===== src/rtl/multicycle_controller.sv =====
// Main control FSM of the multicycle RV32I datapath: sequences each instruction,
// drives datapath selects/enables, resolves branches and counts retirements.
module multicycle_controller #(
    parameter int CNT_WIDTH = 32
) (
    input  logic                 clk,
    input  logic                 rst,
    input  logic [6:0]           op,
    input  logic [2:0]           funct3,
    input  logic                 Zero,
    input  logic                 Lt,
    input  logic                 Ltu,
    input  logic                 MemReady,
    output logic                 MemReq,
    output logic                 MemWrite,
    output logic                 AdrSrc,
    output logic                 IRWrite,
    output logic                 PCWrite,
    output logic                 RegWrite,
    output logic [1:0]           ResultSrc,
    output logic [1:0]           ALUSrcA,
    output logic [1:0]           ALUSrcB,
    output logic [1:0]           ALUOp,
    output logic [2:0]           ImmSrc,
    output logic                 IllegalInstr,
    output logic [CNT_WIDTH-1:0] InstrCount
);

    localparam logic [3:0] S_FETCH    = 4'd0;
    localparam logic [3:0] S_DECODE   = 4'd1;
    localparam logic [3:0] S_MEMADR   = 4'd2;
    localparam logic [3:0] S_MEMREAD  = 4'd3;
    localparam logic [3:0] S_MEMWB    = 4'd4;
    localparam logic [3:0] S_MEMWRITE = 4'd5;
    localparam logic [3:0] S_EXECR    = 4'd6;
    localparam logic [3:0] S_EXECI    = 4'd7;
    localparam logic [3:0] S_EXECU    = 4'd8;
    localparam logic [3:0] S_JALR     = 4'd9;
    localparam logic [3:0] S_ALUWB    = 4'd10;
    localparam logic [3:0] S_BRANCH   = 4'd11;
    localparam logic [3:0] S_JAL      = 4'd12;

    localparam logic [6:0] OP_LOAD   = 7'b0000011;
    localparam logic [6:0] OP_STORE  = 7'b0100011;
    localparam logic [6:0] OP_R      = 7'b0110011;
    localparam logic [6:0] OP_I      = 7'b0010011;
    localparam logic [6:0] OP_LUI    = 7'b0110111;
    localparam logic [6:0] OP_AUIPC  = 7'b0010111;
    localparam logic [6:0] OP_JALR   = 7'b1100111;
    localparam logic [6:0] OP_BRANCH = 7'b1100011;
    localparam logic [6:0] OP_JAL    = 7'b1101111;

    logic [3:0]           state_q, state_d;
    logic [CNT_WIDTH-1:0] cnt_q, cnt_d;
    logic                 retire;

    always_comb begin
        state_d      = state_q;
        retire       = 1'b0;
        MemReq       = 1'b0;
        MemWrite     = 1'b0;
        AdrSrc       = 1'b0;
        IRWrite      = 1'b0;
        PCWrite      = 1'b0;
        RegWrite     = 1'b0;
        ResultSrc    = 2'b00;
        ALUSrcA      = 2'b00;
        ALUSrcB      = 2'b00;
        ALUOp        = 2'b00;
        ImmSrc       = 3'b000;
        IllegalInstr = 1'b0;
        unique case (state_q)
            S_FETCH: begin
                MemReq    = 1'b1;
                ALUSrcB   = 2'b10;
                ResultSrc = 2'b10;
                IRWrite   = MemReady;
                PCWrite   = MemReady;
                if (MemReady) state_d = S_DECODE;
            end
            S_DECODE: begin
                // ALUOut <= OldPC + imm, the branch/jump target
                ALUSrcA = 2'b01;
                ALUSrcB = 2'b01;
                if (op == OP_BRANCH)   ImmSrc = 3'b010;
                else if (op == OP_JAL) ImmSrc = 3'b011;
                case (op)
                    OP_LOAD, OP_STORE: state_d = S_MEMADR;
                    OP_R:              state_d = S_EXECR;
                    OP_I:              state_d = S_EXECI;
                    OP_LUI, OP_AUIPC:  state_d = S_EXECU;
                    OP_JALR:           state_d = S_JALR;
                    OP_BRANCH:         state_d = S_BRANCH;
                    OP_JAL:            state_d = S_JAL;
                    default: begin
                        IllegalInstr = 1'b1;
                        state_d      = S_FETCH;
                    end
                endcase
            end
            S_MEMADR: begin
                ALUSrcA = 2'b10;
                ALUSrcB = 2'b01;
                if (op == OP_STORE) begin
                    ImmSrc  = 3'b001;
                    state_d = S_MEMWRITE;
                end else begin
                    state_d = S_MEMREAD;
                end
            end
            S_MEMREAD: begin
                MemReq = 1'b1;
                AdrSrc = 1'b1;
                if (MemReady) state_d = S_MEMWB;
            end
            S_MEMWB: begin
                ResultSrc = 2'b01;
                RegWrite  = 1'b1;
                retire    = 1'b1;
                state_d   = S_FETCH;
            end
            S_MEMWRITE: begin
                MemReq   = 1'b1;
                MemWrite = 1'b1;
                AdrSrc   = 1'b1;
                if (MemReady) begin
                    retire  = 1'b1;
                    state_d = S_FETCH;
                end
            end
            S_EXECR: begin
                ALUSrcA = 2'b10;
                ALUOp   = 2'b10;
                state_d = S_ALUWB;
            end
            S_EXECI: begin
                ALUSrcA = 2'b10;
                ALUSrcB = 2'b01;
                ALUOp   = 2'b10;
                state_d = S_ALUWB;
            end
            S_EXECU: begin
                ImmSrc  = 3'b100;
                ALUSrcB = 2'b01;
                ALUSrcA = (op == OP_LUI) ? 2'b11 : 2'b01;
                state_d = S_ALUWB;
            end
            S_JALR: begin
                ALUSrcA   = 2'b10;
                ALUSrcB   = 2'b01;
                ResultSrc = 2'b10;
                PCWrite   = 1'b1;
                state_d   = S_JAL;
            end
            S_JAL: begin
                // link value OldPC + 4; JALR has already redirected the PC
                ALUSrcA = 2'b01;
                ALUSrcB = 2'b10;
                PCWrite = (op == OP_JAL);
                state_d = S_ALUWB;
            end
            S_ALUWB: begin
                RegWrite = 1'b1;
                retire   = 1'b1;
                state_d  = S_FETCH;
            end
            S_BRANCH: begin
                ALUSrcA = 2'b10;
                ALUOp   = 2'b01;
                state_d = S_FETCH;
                retire  = 1'b1;
                case (funct3)
                    3'b000:  PCWrite = Zero;
                    3'b001:  PCWrite = !Zero;
                    3'b100:  PCWrite = Lt;
                    3'b101:  PCWrite = !Lt;
                    3'b110:  PCWrite = Ltu;
                    3'b111:  PCWrite = !Ltu;
                    default: begin
                        IllegalInstr = 1'b1;
                        retire       = 1'b0;
                    end
                endcase
            end
            default: state_d = S_FETCH;
        endcase
        if (rst) begin
            MemReq       = 1'b0;
            MemWrite     = 1'b0;
            IRWrite      = 1'b0;
            PCWrite      = 1'b0;
            RegWrite     = 1'b0;
            IllegalInstr = 1'b0;
            retire       = 1'b0;
        end
        cnt_d = retire ? cnt_q + {{(CNT_WIDTH-1){1'b0}}, 1'b1} : cnt_q;
    end

    always_ff @(posedge clk) begin
        if (rst) begin
            state_q <= S_FETCH;
            cnt_q   <= '0;
        end else begin
            state_q <= state_d;
            cnt_q   <= cnt_d;
        end
    end

    assign InstrCount = cnt_q;

endmodule


===== config.mk =====
export PLATFORM = sky130hd
export DESIGN_NAME = multicycle_controller
export DESIGN_NICKNAME = d
export VERILOG_FILES = /design/src/rtl/multicycle_controller.sv
export SDC_FILE = /design/constraint.sdc
export NUM_CORES = 1
export LEC_CHECK = 0
export ABC_AREA = 1
export ABC_CLOCK_PERIOD_IN_PS = 2900
export CORE_MARGIN = 3
export CORE_UTILIZATION = 30
export DETAILED_ROUTE_END_ITERATION = 8
export DONT_BUFFER_PORTS = 1
export MAX_ROUTING_LAYER = met4
export SYNTH_ARGS = -nofsm -noshare
export SYNTH_HDL_FRONTEND = slang
export SYNTH_SLANG_ARGS = --single-unit
export TNS_END_PERCENT = 5

===== constraint.sdc =====
create_clock -name clk -period 2.9 [get_ports clk]
set_input_delay 0.725 -clock clk [delete_from_list [all_inputs] [get_ports clk]]
set_output_delay 0.725 -clock clk [all_outputs]
set_load 0.005 [all_outputs]

; After elaboration in Yosys (flattened, before gate mapping)
; Cells that the tools add are included.
[totals]
register_bits = 36
inputBits = 16
output_inout_bits = 50
elab_cells = 87
[classes]
n_addsub = 1
n_eq_ne = 29
mux = 35
reduce_logical = 20
[op_table]
columns = cell, count
row1 = case mux 4 bit (7 select lines), 2
row2 = adder 32 x 1 -> 32 bit (second input constant), 1
row3 = equality test 7 x 6 -> 1 bit (second input constant), 3
row4 = equality test 7 bit (second input constant), 3
row5 = equality test 4 bit (second input constant), 5
row6 = 2-to-1 mux 1 bit, 17
row7 = equality test 4 x 3 -> 1 bit (second input constant), 4
row8 = OR reduction 2 bit, 8
row9 = equality test 7 x 5 -> 1 bit (second input constant), 2
row10 = equality test 3 bit (second input constant), 4
row11 = 2-to-1 mux 4 bit, 3
row12 = case mux 2 bit (2 select lines), 3
row13 = OR reduction 5 bit, 2
row14 = case mux 3 bit (3 select lines), 1
row15 = OR reduction 9 bit, 1
row16 = equality test 4 x 2 -> 1 bit (second input constant), 2
row17 = equality test 7 x 2 -> 1 bit (second input constant), 1
row18 = 2-to-1 mux 2 bit, 3
row19 = inequality test 2 bit (second input constant), 3
row20 = case mux 1 bit (6 select lines), 1
row21 = case mux 2 bit (3 select lines), 1
row22 = OR reduction 6 bit, 1
row23 = equality test 4 x 1 -> 1 bit (second input constant), 1
row24 = zero test 4 bit, 1
row25 = 10 further kinds, 12

; Logic depth before layout (Yosys ltp)
; Gate-level depths: netlist of the first run.
[depth]
depth_word = 5
mapped_depth = 11
mapped_depth_nobuf = 11

; Least setup slack after synthesis of the first run
; No wires, ideal clock.
[synth_path]
path_kind = input to output
start = in op[4]
end = out PCWrite
arrival_time_ps = 1462
t_required_ps = 2175
setup_slack_ps = 713
cell_stages = 7
path_buffers = 0
cell_sequence = inv_1 nand2_1 nor2_1 nand2_1 inv_1 nand4_1 a31oi_1
[synth_via]
elab_chain_cells = 3
[synth_lines]
columns = element, line_no
row1 = "start, declared", 8  ; input logic [6:0] op,
row2 = equality test 7 bit, 159  ; PCWrite = (op == OP_JAL);
row3 = case mux 1 bit (4 select lines), 72  ; unique case (state_q)
row4 = 2-to-1 mux 1 bit, 187  ; if (rst) begin
row5 = "end, declared", 18  ; output logic PCWrite,
; No other way between the ends.

; Worst setup path after layout of the first run
[layout_path]
start = reg state_q[0]
end = out ImmSrc[0]
[layout_via]
elab_chain_cells = 2
elab_cells_between_ends = 4
cone_classes = eq/ne (3) / mux (1)
[layout_lines]
columns = element, line_no
row1 = "start, declared", 53  ; logic [3:0] state_q, state_d;
row2 = "start signal, assigned", 204  ; state_q <= state_d;
row3 = equality test 4 bit (tied with other cells), 72
row4 = case mux 3 bit (3 select lines) (*), 72
row5 = "end, declared", 24  ; output logic [2:0] ImmSrc,
; Mark *: on every way between the ends. The rest lies on a longest branch, timed or not.

==> impl_metrics.env, run 1 <==
export IMPL_ant_nets=0
export IMPL_netSwitchingFraction_pct=23.9
export IMPL_worst_slew_pin_slew_ps=441
export IMPL_p_leak_nw=1.19
export IMPL_synth_seq_cells=36
export IMPL_synthCells=484
export IMPL_antenna_found_initial=0
export IMPL_syn_nets=501
export IMPL_worst_ep_arrival_time_ps=1720
export IMPL_finalCriticalPeriod_ps=2450
export IMPL_wl_um=7360
export IMPL_fill_cells=923
export IMPL_intPower_mw=0.772
export IMPL_numPortBuffers=0
export IMPL_grt_pass1_vias=2608
export IMPL_crit_path_cell_trace="nand2_2 > nor2_1 > inv_1 > o22ai_1"
export IMPL_cts_tree="yes"
export IMPL_post_cts_buffers=0
export IMPL_synthAdderAreaFrac_pct=0.465
export IMPL_post_drt_wl_per_cell_um=12.5
export IMPL_nets=500
export IMPL_grt_pass1_wl_um=12100
export IMPL_dpl_hpwl_um=5800
export IMPL_critical_path_required_ps=2170
export IMPL_yosys_area_share_simple_pct=51.3
export IMPL_layout_drive_gt1_share_pct=6.40
export IMPL_clock_sinks=36
export IMPL_vias_per_cell=4.83
export IMPL_ios=66
export IMPL_synth_avg_cell_area_um2=5.56
export IMPL_fin_setup_tns_ps=0
export IMPL_synth_top_area_cell="dfxtp_1"
export IMPL_crit_family="flip-flops"
export IMPL_clock_latency_ps=300
export IMPL_powerDensity_nw_per_um2=349
export IMPL_cp_slowest_cell="dfxtp_1"
export IMPL_die_h_um=101
export IMPL_n_antenna_cell=0
export IMPL_synthXorXnorAreaFrac_pct=2.28
export IMPL_clock_skew_final_ps=12.2
export IMPL_die_area_um2=10100
export IMPL_htree_levels=2
export IMPL_cpPeakStageDelay_ps=560
export IMPL_synth_top_family_by_area="simple AND/OR/NAND/NOR gates"
export IMPL_cp_max_fo=10
export IMPL_dr_pass1_iters=5
export IMPL_grt_max_degree=24
export IMPL_cts_hold_buf=0
export IMPL_core_um2=8460
export IMPL_clock_path_buffers=2
export IMPL_drc_errors=0
export IMPL_endpoint_kind="primary output"
export IMPL_hp_class="primary input to flop"
export IMPL_crit_path_start_kind="flop"
export IMPL_combPwrFrac_pct=6.4
export IMPL_ir_worst_vdd_v=0.000163
export IMPL_clock_fmax_mhz=409
export IMPL_fp_row_count=33
export IMPL_die_w_um=101
export IMPL_initialDrtViolationCount=147
export IMPL_synth_area_leaders="dfxtp_1 (27%), nand2_1 (22%), nor2_1 (13%)"
export IMPL_maxCapViolCount=0
export IMPL_cp_num_buf_inv=1
export IMPL_ys_warn_count=0
export IMPL_p_sw_mw=0.243
export IMPL_period_share_pct=84.4
export IMPL_ys_types=29
export IMPL_place_congestion=0.911
export IMPL_synth_area_um2=2690
export IMPL_cts_buffers=5
export IMPL_p_seq_share_pct=49.5
export IMPL_yosys_area_top_type_share_pct=26.8
export IMPL_ctsResizeCount=0
export IMPL_clkTransAtPathRegs_ps=80
export IMPL_grt_overflow_total=0
export IMPL_outcome="finished clean"
export IMPL_rsz0062_at_grt="no"
export IMPL_start_util_pct=31.8
export IMPL_cts_root_buf="clkbuf_8"
export IMPL_pwr_share_clk_pct=44.1
export IMPL_muxShareOfSynthArea_pct=0
export IMPL_yosysSeqAreaShare_pct=26.8
export IMPL_final_hold_viol_count=0
export IMPL_area_growth_synth_to_final_pct=8.05
export IMPL_worstSetupPathType="flop to primary output"
export IMPL_relSlewSlack_pct=70.6
export IMPL_finalSetupViolCount=0
export IMPL_track_usage_pct=15.0
export IMPL_slew_viol_final=0
export IMPL_synth_compound_area_share_pct=7.95
export IMPL_p_total_mw=1.01
export IMPL_vias=2846
[state kept, by name (all words and copies together), names as in the netlist]
signal and count:
InstrCount 32, state_q 4
[routing by layer]
layer	global-route usage, %	part of all wire [%]
met5	-	0
met4	4.35	0.72
met3	4.29	7.1
met2	24.3	46
met1	18.0	46
[Yosys cell counts, drive strengths merged]
master and n:
nand2 168, nor2 96, inv 63, dfxtp 36, nand3 30, a21oi 29
nand4 22, o21ai 8, buf 7, clkbuf 5, nor3 5, xor2 5
xnor2 2, a31oi 1, and2 1, and3 1, ha 1, o2111ai 1
o211ai 1, o22ai 1, or2 1
[power groups by stage]
stage                     clock (mW)  combinational [mW]  sequential (mW)
after floorplan                    0              0.0608            0.509
after global placement             0              0.0646            0.514
after detailed placement           0              0.0647            0.514
after CTS                      0.455              0.0648            0.502
after global routing           0.479              0.0736            0.503
final                          0.448              0.0647            0.502
[final cells by class]
type | instances | area, um2 | area share [%]
clock buffers | 6 | 72.6 | 2.50
clock inverters | 2 | 35.0 | 1.21
inverters | 63 | 236 | 8.14
multi-input cells | 373 | 1670 | 57.4
flip-flops and latches | 36 | 721 | 24.8
well taps | 105 | 131 | 4.52
repair buffers | 4 | 42.5 | 1.46
[worst paths after layout]
check             slack (ps)                  startpoint                     endpoint  depth (start not counted)
setup reg to reg         750     state_q[0]$_SDFFE_PP0P_  InstrCount[24]$_SDFFE_PP0P_                          9
hold / removal           480                         rst  InstrCount[12]$_SDFFE_PP0P_                          1
setup / recovery         450     state_q[0]$_SDFFE_PP0P_                    ImmSrc[0]                          4
hold reg to reg          550  InstrCount[0]$_SDFFE_PP0P_   InstrCount[0]$_SDFFE_PP0P_                          1
[metrics by stage]
step / util (%) / setup WS (ps) / hold WS (ps) / cell area, um2 / cells
finish: 34.3 / 452 / 482 / 2910 / 589
global route: 34.3 / 305 / 475 / 2910 / 589
CTS: 34.3 / 459 / 481 / 2910 / 589
detailed placement: 33.1 / 553 / 548 / 2800 / 581
global placement: 33.1 / 610 / 543 / 2800 / 581
floorplan: - / 713 / 497 / 2690 / 484
[placed cells by master (no fill, tap or decap), drive strengths merged]
cell / count
and2: 1
nor2: 96
xor2: 5
o211ai: 1
inv: 63
o2111ai: 1
buf: 4
or2: 1
clkinv: 1
nand2: 168
clkbuf: 6
a21oi: 29
dfxtp: 36
a31oi: 1
o22ai: 1
and3: 1
bufinv: 1
xnor2: 2
ha: 1
nor3: 5
o21ai: 8
nand3: 30
nand4: 22
[logic make-up (layout without fill, tap and decap cells)]
kind of cell    Yosys count  count (layout)
buf+inv                  75              75
compound gates           41              41
simple gates            324             324
flops                    36              36
xor+xnor                  7               7
fa+ha+maj                 1               1
[worst reg2reg max path: stages (launching register included)]
cell and delay, ps:
dfxtp_1 560, nand2_2 140, nor2_4 180, nand3_2 280, nand3_2 440, buf_12 230
nand3_2 80, nand2_1 80, inv_1 40, nor2_1 90
No activity file was read; power rests on OpenSTA's default activity.
==> run 2: changes to the inputs <==
ABC_CLOCK_PERIOD_IN_PS = 2060   (was 2900)
clock period = 2.06 ns   (was 2.9 ns; I/O delays follow)
==> run 2 against run 1 <==
Effect of this change: die area stayed put; flip-flop and latch count unchanged; via count grew 3.0%; clock power is 18% higher; first-iteration DRC count increased by 4.8%; combinational power rose by 64%; cell area is 1.5% higher; worst hold slack got worse by 190 ps; sequential power up 40%; sequential share of layout area decreased by 0.38 points; critical endpoint is now PCWrite.
==> impl_metrics.env, run 2 (synthesis gave the netlist of run 1 again) <==
export IMPL_drc_errors=0
export IMPL_grt_pass1_vias=2593
export IMPL_ir_worst_vdd_v=0.000177
export IMPL_place_congestion=0.886
export IMPL_clock_path_buffers=2
export IMPL_reg2reg_slack_ps=300
export IMPL_grt_pass1_wl_um=12200
export IMPL_outcome="finished clean"
export IMPL_final_cell_mix="nand2_1 (158), nor2_1 (92), inv_1 (61)"
export IMPL_core_um2=8460
export IMPL_relSlewSlack_pct=74.5
export IMPL_pwr_share_clk_pct=39.5
export IMPL_clock_sinks=36
export IMPL_intPower_mw=1.00
export IMPL_htree_levels=2
export IMPL_post_cts_buffers=0
export IMPL_rsz0062_at_grt="yes"
export IMPL_vias_per_cell=4.93
export IMPL_fp_row_count=33
export IMPL_clock_fmax_mhz=493
export IMPL_initialDrtViolationCount=154
export IMPL_clock_skew_final_ps=5.12
export IMPL_final_cell_count_no_fill=595
export IMPL_cp_max_fo=5
export IMPL_dpl_hpwl_um=5920
export IMPL_hp_class="primary input to flop"
export IMPL_dr_pass1_iters=4
export IMPL_die_h_um=101
export IMPL_worst_ep_arrival_time_ps=1510
export IMPL_worstSetupPathType="flop to primary output"
export IMPL_nets=506
export IMPL_finalCriticalPeriod_ps=2030
export IMPL_cts_root_buf="clkbuf_8"
export IMPL_ant_nets=0
export IMPL_mostFrequentLayoutCell="nand2_1"
export IMPL_finalSetupViolCount=0
export IMPL_netSwitchingFraction_pct=24.8
export IMPL_layout_drive_gt1_share_pct=7.96
export IMPL_wl_um=7690
export IMPL_p_leak_nw=1.21
export IMPL_combPwrFrac_pct=7.9
export IMPL_ios=66
export IMPL_p_total_mw=1.34
export IMPL_final_hold_viol_count=0
export IMPL_cts_buffers=5
export IMPL_fin_util_pct=34.9
export IMPL_largest_reg_flops=32
export IMPL_cts_tree="yes"
export IMPL_setup_slack_ps=31.0
export IMPL_numPortBuffers=0
export IMPL_die_w_um=101
export IMPL_n_antenna_cell=0
export IMPL_period_share_pct=98.5
export IMPL_vias=2931
export IMPL_place_inst=587
export IMPL_start_util_pct=31.8
export IMPL_p_seq_share_pct=52.6
export IMPL_p_sw_mw=0.331
export IMPL_critical_path_required_ps=1540
export IMPL_area_growth_synth_to_final_pct=9.72
export IMPL_cts_hold_buf=0
export IMPL_grt_max_degree=43
export IMPL_slew_viol_final=0
export IMPL_post_drt_wl_per_cell_um=12.9
export IMPL_powerDensity_nw_per_um2=452
export IMPL_endpoint_kind="primary output"
export IMPL_antenna_found_initial=0
export IMPL_maxCapViolCount=0
export IMPL_grt_overflow_total=0
export IMPL_crit_path_start_kind="flop"
export IMPL_ctsResizeCount=1
export IMPL_clock_latency_ps=290
export IMPL_track_usage_pct=15.2
export IMPL_dp_slack_ps=128
export IMPL_worst_slew_pin_slew_ps=381
export IMPL_die_area_um2=10100
export IMPL_clkTransAtPathRegs_ps=70
[run 2: through the flow]
stage	instance area (um2)	hold WS, ps	setup TNS, ps
after floorplan	2690	497	0
after global placement	2840	545	0
after detailed placement	2840	548	0
after CTS	2940	276	0
after global routing	2950	275	-146
final	2950	288	0
[run 2: cell type report]
type,instances,area (um2)
clock buffers,8,90.1
fillers,938,5510
inverters,63,236
multi-input cells,373,1690
flip-flops and latches,36,721
well taps,105,131
repair buffers,10,87.6
[run 2: worst max-delay path: stages, from the launching register on]
cell,delay [ps]
dfxtp_1,420
inv_2,60
nor2_1,240
nand2_1,150
nand2_1,100
inv_1,50
a31oi_1,200
[run 2: final timing paths]
kind                            cells past startpoint                          end                         from
worst min register to register                      2  InstrCount[10]$_SDFFE_PP0P_  InstrCount[10]$_SDFFE_PP0P_
worst max register to register                      9  InstrCount[24]$_SDFFE_PP0P_   InstrCount[1]$_SDFFE_PP0P_
worst min-delay path                                1  InstrCount[29]$_SDFFE_PP0P_                          rst
worst max-delay path                                6                      PCWrite      state_q[3]$_SDFFE_PP0P_
[run 2: power groups by stage]
| stage | clock [mW] | sequential (mW) | combinational (mW) |
|---|---|---|---|
| 2_1_floorplan | 0 | 0.716 | 0.0855 |
| 3_3_place_gp | 0 | 0.718 | 0.0986 |
| 3_5_place_dp | 0 | 0.718 | 0.0996 |
| 4_1_cts | 0.544 | 0.702 | 0.101 |
| 5_1_grt | 0.576 | 0.702 | 0.119 |
| 6_report | 0.528 | 0.702 | 0.106 |
[run 2: metal layers]
layer / wire length, um / GRT usage, %
met4: 78 / 3.42
met1: 3410 / 18.0
met5: 0 / -
met2: 3630 / 25.2
met3: 564 / 4.64
==> run 3: changes to the inputs <==
CTS_CLUSTER_SIZE = 16   (was default)
==> results of run 3 <==
The final DEF is identical to that of run 2; final timing and power are the same.
